**config.mk**
```make
export PLATFORM = sky130hd
export DESIGN_NAME = branch_ctrl
export DESIGN_NICKNAME = d
export VERILOG_FILES = /design/src/rtl/branch_ctrl.sv
export SDC_FILE = /design/constraint.sdc
export NUM_CORES = 1
export LEC_CHECK = 0
export ABC_AREA = 1
export BUFFER_PORTS_ARGS = -buffer_cell sky130_fd_sc_hd__buf_4
export CORE_MARGIN = 2
export CORE_UTILIZATION = 25
export CTS_CLUSTER_DIAMETER = 80
export DETAILED_ROUTE_END_ITERATION = 7
export HOLD_SLACK_MARGIN = 0.15
export PLACE_DENSITY = 0.42
export SYNTH_ARGS = -nofsm -noshare
export SYNTH_HDL_FRONTEND = slang
export SYNTH_SLANG_ARGS = --single-unit
```
**constraint.sdc**
```tcl
create_clock -name clk -period 2.5 [get_ports clk]
set_input_delay 0.125 -clock clk [delete_from_list [all_inputs] [get_ports clk]]
set_output_delay 0.125 -clock clk [all_outputs]
set_load 0.01 [all_outputs]
```
**src/rtl/branch_ctrl.sv**
```systemverilog
`default_nettype none
// ============================================================================
//  Module      : branch_ctrl
//  Description : RV32I branch resolution controller. Accepts one branch/jump
//                at a time, drives the shared comparator, resolves the taken
//                condition, computes the target and issues a PC redirect
//                followed by a multi-cycle pipeline flush. Misaligned targets
//                and reserved funct3 encodings are reported, not redirected.
//                Optional performance counters: BRANCH_CTRL_STATS_EN.
//  Revision    : 1.0 - initial release
// ============================================================================
module branch_ctrl #(
    parameter int unsigned FLUSH_CYCLES = 2
) (
    input  logic        clk,
    input  logic        rst,
    input  logic        br_valid,
    output logic        br_ready,
    input  logic        is_jal,
    input  logic        is_jalr,
    input  logic [2:0]  funct3,
    input  logic [31:0] pc,
    input  logic [31:0] imm,
    input  logic [31:0] rs1_val,
    input  logic [31:0] rs2_val,
    output logic [2:0]  comp_sel,
    output logic        comp_un,
    output logic [31:0] comp_a,
    output logic [31:0] comp_b,
    input  logic        comp_eq,
    input  logic        comp_lt,
    output logic        resolve_valid,
    output logic        resolve_taken,
    output logic        redirect_valid,
    output logic [31:0] redirect_pc,
    output logic        flush,
    output logic        illegal,
    output logic        misalign,
    output logic [31:0] stat_branches,
    output logic [31:0] stat_taken
);

    localparam int unsigned c_CNT_W    = 4;
    localparam logic [c_CNT_W-1:0] c_CNT_INIT = c_CNT_W'(FLUSH_CYCLES - 1);

    typedef enum logic [1:0] {
        IDLE  = 2'd0,
        CMP   = 2'd1,
        FLUSH = 2'd2
    } state_t;

    state_t              r_state;
    logic [31:0]         r_pc;
    logic [31:0]         r_imm;
    logic                r_is_jal;
    logic                r_is_jalr;
    logic [c_CNT_W-1:0]  r_cnt;

    logic                w_is_jump;
    logic                w_illegal;
    logic                w_taken;
    logic                w_misalign;
    logic [31:0]         w_target;

    // Ready is suppressed during the reset cycle itself.
    assign br_ready  = (r_state == IDLE) && !rst;
    assign comp_un   = comp_sel[1];

    // comp_sel already holds 000 for jumps, so the condition decode keys off it.
    assign w_is_jump = r_is_jal | r_is_jalr;
    assign w_illegal = !w_is_jump && (comp_sel[2:1] == 2'b01);

    // Taken decode from the comparator result (comparator handles 101/111 inversion).
    always_comb begin
        w_taken = 1'b0;
        if (w_is_jump) begin
            w_taken = 1'b1;
        end else begin
            case (comp_sel)
                3'b000:  w_taken = comp_eq;
                3'b001:  w_taken = !comp_eq;
                3'b100,
                3'b101,
                3'b110,
                3'b111:  w_taken = comp_lt;
                default: w_taken = 1'b0;
            endcase
        end
    end

    // JALR uses the latched rs1 (held on comp_a) and clears bit 0.
    assign w_target   = r_is_jalr ? ((comp_a + r_imm) & ~32'd1) : (r_pc + r_imm);
    assign w_misalign = w_taken && (w_target[1:0] != 2'b00);

    // Control FSM with registered resolution outputs.
    always_ff @(posedge clk) begin
        if (rst) begin
            r_state        <= IDLE;
            r_pc           <= '0;
            r_imm          <= '0;
            r_is_jal       <= 1'b0;
            r_is_jalr      <= 1'b0;
            r_cnt          <= '0;
            comp_sel       <= '0;
            comp_a         <= '0;
            comp_b         <= '0;
            resolve_valid  <= 1'b0;
            resolve_taken  <= 1'b0;
            redirect_valid <= 1'b0;
            redirect_pc    <= '0;
            flush          <= 1'b0;
            illegal        <= 1'b0;
            misalign       <= 1'b0;
        end else begin
            resolve_valid  <= 1'b0;
            resolve_taken  <= 1'b0;
            redirect_valid <= 1'b0;
            illegal        <= 1'b0;
            misalign       <= 1'b0;
            case (r_state)
                IDLE: begin
                    if (br_valid) begin
                        r_pc      <= pc;
                        r_imm     <= imm;
                        r_is_jal  <= is_jal;
                        r_is_jalr <= is_jalr;
                        comp_a    <= rs1_val;
                        comp_b    <= rs2_val;
                        comp_sel  <= (is_jal || is_jalr) ? 3'b000 : funct3;
                        r_state   <= CMP;
                    end
                end
                CMP: begin
                    resolve_valid <= 1'b1;
                    resolve_taken <= w_taken;
                    illegal       <= w_illegal;
                    misalign      <= w_misalign;
                    if (w_taken && !w_misalign) begin
                        redirect_valid <= 1'b1;
                        redirect_pc    <= w_target;
                        flush          <= 1'b1;
                        r_cnt          <= c_CNT_INIT;
                        r_state        <= FLUSH;
                    end else begin
                        r_state <= IDLE;
                    end
                end
                FLUSH: begin
                    if (r_cnt == '0) begin
                        flush   <= 1'b0;
                        r_state <= IDLE;
                    end else begin
                        r_cnt <= r_cnt - 1'b1;
                    end
                end
                default: r_state <= IDLE;
            endcase
        end
    end

`ifdef BRANCH_CTRL_STATS_EN
    logic [31:0] r_stat_branches;
    logic [31:0] r_stat_taken;

    // Performance counters, wrapping naturally at 2^32.
    always_ff @(posedge clk) begin
        if (rst) begin
            r_stat_branches <= '0;
            r_stat_taken    <= '0;
        end else if (resolve_valid) begin
            r_stat_branches <= r_stat_branches + 32'd1;
            if (resolve_taken) begin
                r_stat_taken <= r_stat_taken + 32'd1;
            end
        end
    end

    assign stat_branches = r_stat_branches;
    assign stat_taken    = r_stat_taken;
`else
    assign stat_branches = '0;
    assign stat_taken    = '0;
`endif

endmodule
`default_nettype wire

```
## Word level (Yosys, flattened, before mapping)

Cells that the tools add are included.

| cells by class | value |
|---|---|
| add/sub/neg operators | 3 |
| equality and inequality tests | 12 |
| mux-type cells | 16 |
| bitwise gates (word level) | 2 |
| reduce and logical (&&, ||, !) cells | 21 |

Operators with widths:

| cell | count |
|---|---|
| $add 32x32->32 | 2 |
| $mux 32 | 1 |
| $eq 3x3->1 const B | 4 |
| $mux 4 | 2 |
| $ne 2x2->1 const B | 4 |
| $pmux 4 s2 | 1 |
| $mux 2 | 3 |
| $pmux 2 s3 | 1 |
| $reduce_and 2->1 | 3 |
| $reduce_and 3->1 | 2 |
| $mux 1 | 5 |
| $eq 2x1->1 const B | 2 |
| $logic_and 1x1->1 | 4 |
| $logic_not 1->1 | 4 |
| $logic_not 4->1 | 1 |
| $reduce_bool 2->1 | 2 |
| $reduce_or 4->1 | 1 |
| $sub 4x1->4 const B | 1 |
| $eq 3x1->1 const B | 1 |
| $logic_not 3->1 | 1 |
| $mux 3 | 1 |
| $pmux 1 s3 | 1 |
| $eq 2x2->1 const B | 1 |
| $logic_not 2->1 | 1 |
| other kinds (5) | 5 |

| storage, ports and cells | value |
|---|---|
| flip-flop bits (word level) | 177 |
| input port bits | 138 |
| output and inout port bits | 171 |
| word-level logic and storage cells | 70 |

## Depth between registers and ports, before layout

| logic depth | value |
|---|---|
| depth in word-level cells | 9 |
| mapped depth | 16 |
| gate-level depth less buffers | 16 |

## Worst setup path before layout

No wires, ideal clock.

| path | value |
|---|---|
| path kind | register to register |
| start point | reg r_pc[0] |
| end point | reg redirect_pc[6] |
| setup time | 117 ps |
| arrival time | 1790 ps |
| data required time | 2383 ps |
| path slack | 593 ps |
| cell stages (with the launch flop) | 12 |
| path buffers | 1 |
| clock period less this slack | 1907 ps |
| path through | dfxtp_1 ha_1 fa_1 nor2_1 nand2_1 o21ai_2 nand2_1 nor2_4 inv_2 buf_6 nor3_1 nor2_1 |

| between the ends | value |
|---|---|
| longest elaborated chain between the ends | 7 |

Ends and longest elaborated chain:

| item | line | source |
|---|---|---|
| from (decl) | 53 | `logic [31:0] r_pc;` |
| from (signal assigned) | 123 | `r_pc <= pc;` |
| $add 32x32->32 (*) | 92 | `assign w_target = r_is_jalr ? ((comp_a + r_imm) & ~32'd1) : (r_pc + r_imm);` |
| $mux 32 (*) | 92 |  |
| $reduce_bool 2->1 | 93 | `assign w_misalign = w_taken && (w_target[1:0] != 2'b00);` |
| $logic_and 1x1->1 | 93 |  |
| $logic_not 1->1 | 138 | `if (w_taken && !w_misalign) begin` |
| $logic_and 1x1->1 | 138 |  |
| $reduce_and 2->1 (no source line) | n/a |  |
| to (signal assigned) | 140 | `redirect_pc <= w_target;` |
| to (decl) | 35 | `output logic [31:0] redirect_pc,` |

Every way passes the cells marked *; elsewhere a longest branch is shown, timed or not.
A chain may end at the register's enable or synchronous reset.

## Worst setup path after layout

| path | value |
|---|---|
| start point | reg r_state[1] |
| end point | reg comp_sel[0] |

| between the ends | value |
|---|---|
| longest elaborated chain between the ends | 2 |

Ends and longest elaborated chain:

| item | line | source |
|---|---|---|
| from (decl) | 52 | `state_t r_state;` |
| from (signal assigned) | 98 | `r_state <= IDLE;` |
| from (signal assigned) | 130 | `r_state <= CMP;` |
| from (signal assigned) | 143 | `r_state <= FLUSH;` |
| $logic_not 2->1 | 120 | `case (r_state)` |
| $reduce_and 2->1 (no source line) | n/a |  |
| to (signal assigned) | 129 | `comp_sel <= (is_jal \|\| is_jalr) ? 3'b000 : funct3;` |
| to (decl) | 26 | `output logic [2:0] comp_sel,` |

No other way between the ends.

==> impl_metrics.tcl <==
set metrics [dict create \
    outcome "finished clean" \
    io_buffers 244 \
    drt_iter0_markers 672 \
    grt_pass1_wl_um 69200 \
    die_h_um 219 \
    path_buf_inv 3 \
    startpoint "r_state[1]" \
    syn_inst 1906 \
    fin_crit_sh 0.919 \
    netlist.area_leader.share 0.306 \
    slowest_delay_ns 0.57 \
    path_max_fanout 32 \
    arrival_ns 2.72 \
    yosysUniqueCellTypes 40 \
    start_util 0.254 \
    synthTopCellsByArea "dfxtp_1, nand2_1, nor2_1" \
    crit_path_end "comp_sel[0]" \
    postCtsSetupRepairBufs 0 \
    cts_buffers 17 \
    path_cells "nor2_1 -> nand2_4 -> inv_6 -> buf_4 -> nand3_1 -> dlygate4sd3_1 -> a21oi_1" \
    diodes 0 \
    track_usage 0.192 \
    route.detailed.drc 0 \
    crit_type "reg2reg" \
    grt_pass1_vias 12100 \
    antenna_found_initial 0 \
    avgRoutedWirePerCell_um 15.8 \
    period_minus_slack_ns 2.30 \
    setup_viol 0 \
    multi_input_area_um2 6570 \
    core_um2 45600 \
    critical_path.top_delay_family "buffers and inverters" \
    max_freq_mhz 435 \
    avgSynthCellArea_um2 6.08 \
    cellPowerDensity_nw_per_um2 548 \
    ir_drop_uv 389 \
    detail_route.first_pass.iterations 5 \
    worst_pin_slew_ns 0.653 \
    insertion_delay_ns 0.50 \
    num_rows 78 \
    placed_area_um2 13900 \
    dpl.hpwl_um 36200 \
    die-area_um2 48100 \
    hold_violations 0 \
    rsz0062_at_grt "false" \
    async_flop_share 0 \
    critPathSlowestCell "dlygate4sd3_1" \
    die_w_um 219 \
    ys_seq_area_frac 0.306 \
    grt_max_degree 83 \
    crit_path_end_kind "register" \
    vias 12400 \
    final_nets 2474 \
    final_cell_area_um2 15900 \
    synth_most_common_cell "nand2_1" \
    synth-seq-cells 177 \
    wl_um 45500 \
    rrSetupSlack_ns 0.20 \
    ys_warn_count 0 \
    drive_gt1_frac 0.138 \
    synth_xor_area_frac 0.00832 \
    grt_overflow_total 0 \
    cts.sinks 177 \
    antenna_left 0 \
    synthFlopType "dfxtp_1" \
    drv_cap 0 \
    fillers 5062 \
    htree_levels 4 \
    clockRootBuffer "clkbuf_16" \
    cp.depth 7 \
    synth-simple-area-share 0.355 \
    clk_pin_slew_ns 0.08 \
    synth_edf_count 0 \
    r2r-end "comp_sel[0]" \
    netlist_area_um2 11600 \
    yosysTopAreaCell "dfxtp_1" \
    synthTopCellsByCount "nand2_1, nor2_1, inv_1, dfxtp_1, o21ai_0" \
    drv_slew 0 \
    start_kind "register" \
    holdCritPathClass "in2reg" \
    cts_tree "built" \
    required_ns 2.92 \
    syn_to_final_growth_pct 37.4 \
    rr_startpoint "r_state[1]" \
    synth_fa_ha_area_frac 0.0715 \
    cts.path.max_buffers 2 \
    reg2reg_depth 7 \
    seq_area_um2 3540 \
    synth_compound_area_frac 0.111 \
    muxShareOfSynthArea 0 \
    place_congestion 0.888 \
    via_per_inst 4.30 \
    fin_worst_skew_ns 0.0235 \
    tns_ns 0 \
    power.leakage_nw 8.34 \
    slew_headroom 0.562 \
    synth_top_family_by_area "simple AND/OR/NAND/NOR gates" \
    io_pins 309 \
]
==> worst min path at each step <==
stage | from | to | slack [ns] | cells past startpoint
floorplan | funct3[1] | comp_sel[1] | 0.27 | 2
finish | comp_eq | misalign | 0.20 | 4
CTS | comp_eq | misalign | 0.16 | 4
global placement | funct3[1] | comp_sel[1] | 0.36 | 3
global route | comp_eq | misalign | 0.19 | 4
detailed placement | funct3[1] | comp_sel[1] | 0.37 | 3
==> worst register-to-register path: stages, from the launching register on <==
cell	delay, ns
dfxtp_1	0.34
nor2_1	0.19
nand2_4	0.27
inv_6	0.38
buf_4	0.29
nand3_1	0.09
dlygate4sd3_1	0.57
a21oi_1	0.12
==> per-layer routing <==
layer | global-route usage | vias up | wire (µm)
met3 | 0.0327 | 58 | 1680
met4 | 0.0743 | 0 | 1270
met2 | 0.334 | 260 | 22200
met1 | 0.236 | 5531 | 20300
met5 | 0 | - | 0
li1 | - | 6540 | -
==> cell families after synthesis <==
kind of cell	count (synthesis)
other cells	1
fa+ha+maj	65
compound gates	244
simple gates	1027
buf+inv	381
xor+xnor	11
flops	177
==> cell type report <==
cell class,count,area share
multi-input cells,1411,0.413
flip-flops and latches,177,0.223
repair buffers,407,0.217
inverters,257,0.0612
well taps,600,0.0472
clock buffers,18,0.0276
clock inverters,13,0.0117
==> cells in the final DEF, fill, tap and decap left out, types with 9 or more instances in the layout <==
cell	synthesis	routed
nand2_1	484	483
nor2_1	386	386
buf_4	65	264
inv_1	254	253
dfxtp_1	177	177
o21ai_0	159	159
dlygate4sd3_1	0	139
nand3_1	114	114
conb_1	1	64
ha_1	63	63
a21oi_1	61	61
clkbuf_16	0	17
nor3_1	14	14
xor2_1	9	9
a31oi_1	9	9
==> metrics by stage <==
step	utilization	setup WS [ns]	hold WS, ns	total power [mW]	std cells
after global routing	0.349	0.0247	0.187	9.27	2883
after CTS	0.349	0.0781	0.156	8.90	2883
final	0.349	0.202	0.199	8.72	2883
after detailed placement	0.305	0.229	0.367	5.73	2713
after global placement	0.305	0.269	0.360	5.73	2713
after floorplan	-	0.593	0.266	4.73	1969
==> flip-flops by register name, summed over array words and instances, names as in the netlist, 2 cells and up <==
register,cells
comp_a,32
comp_b,32
comp_sel,3
r_cnt,4
r_imm,32
r_pc,32
r_state,2
redirect_pc,32
==> report_power, final <==
part	internal [mW]	switching, mW
registers	3.06	0.191
clock network	1.55	1.36
logic	1.04	1.53
==> timing repair <==
action                                  CTS  global route
hold buffers                            139             0
hold endpoints to repair                154             0
resized for setup                         0             1
endpoints found under the setup margin    0             1
(Power assumes the default switching activity.)
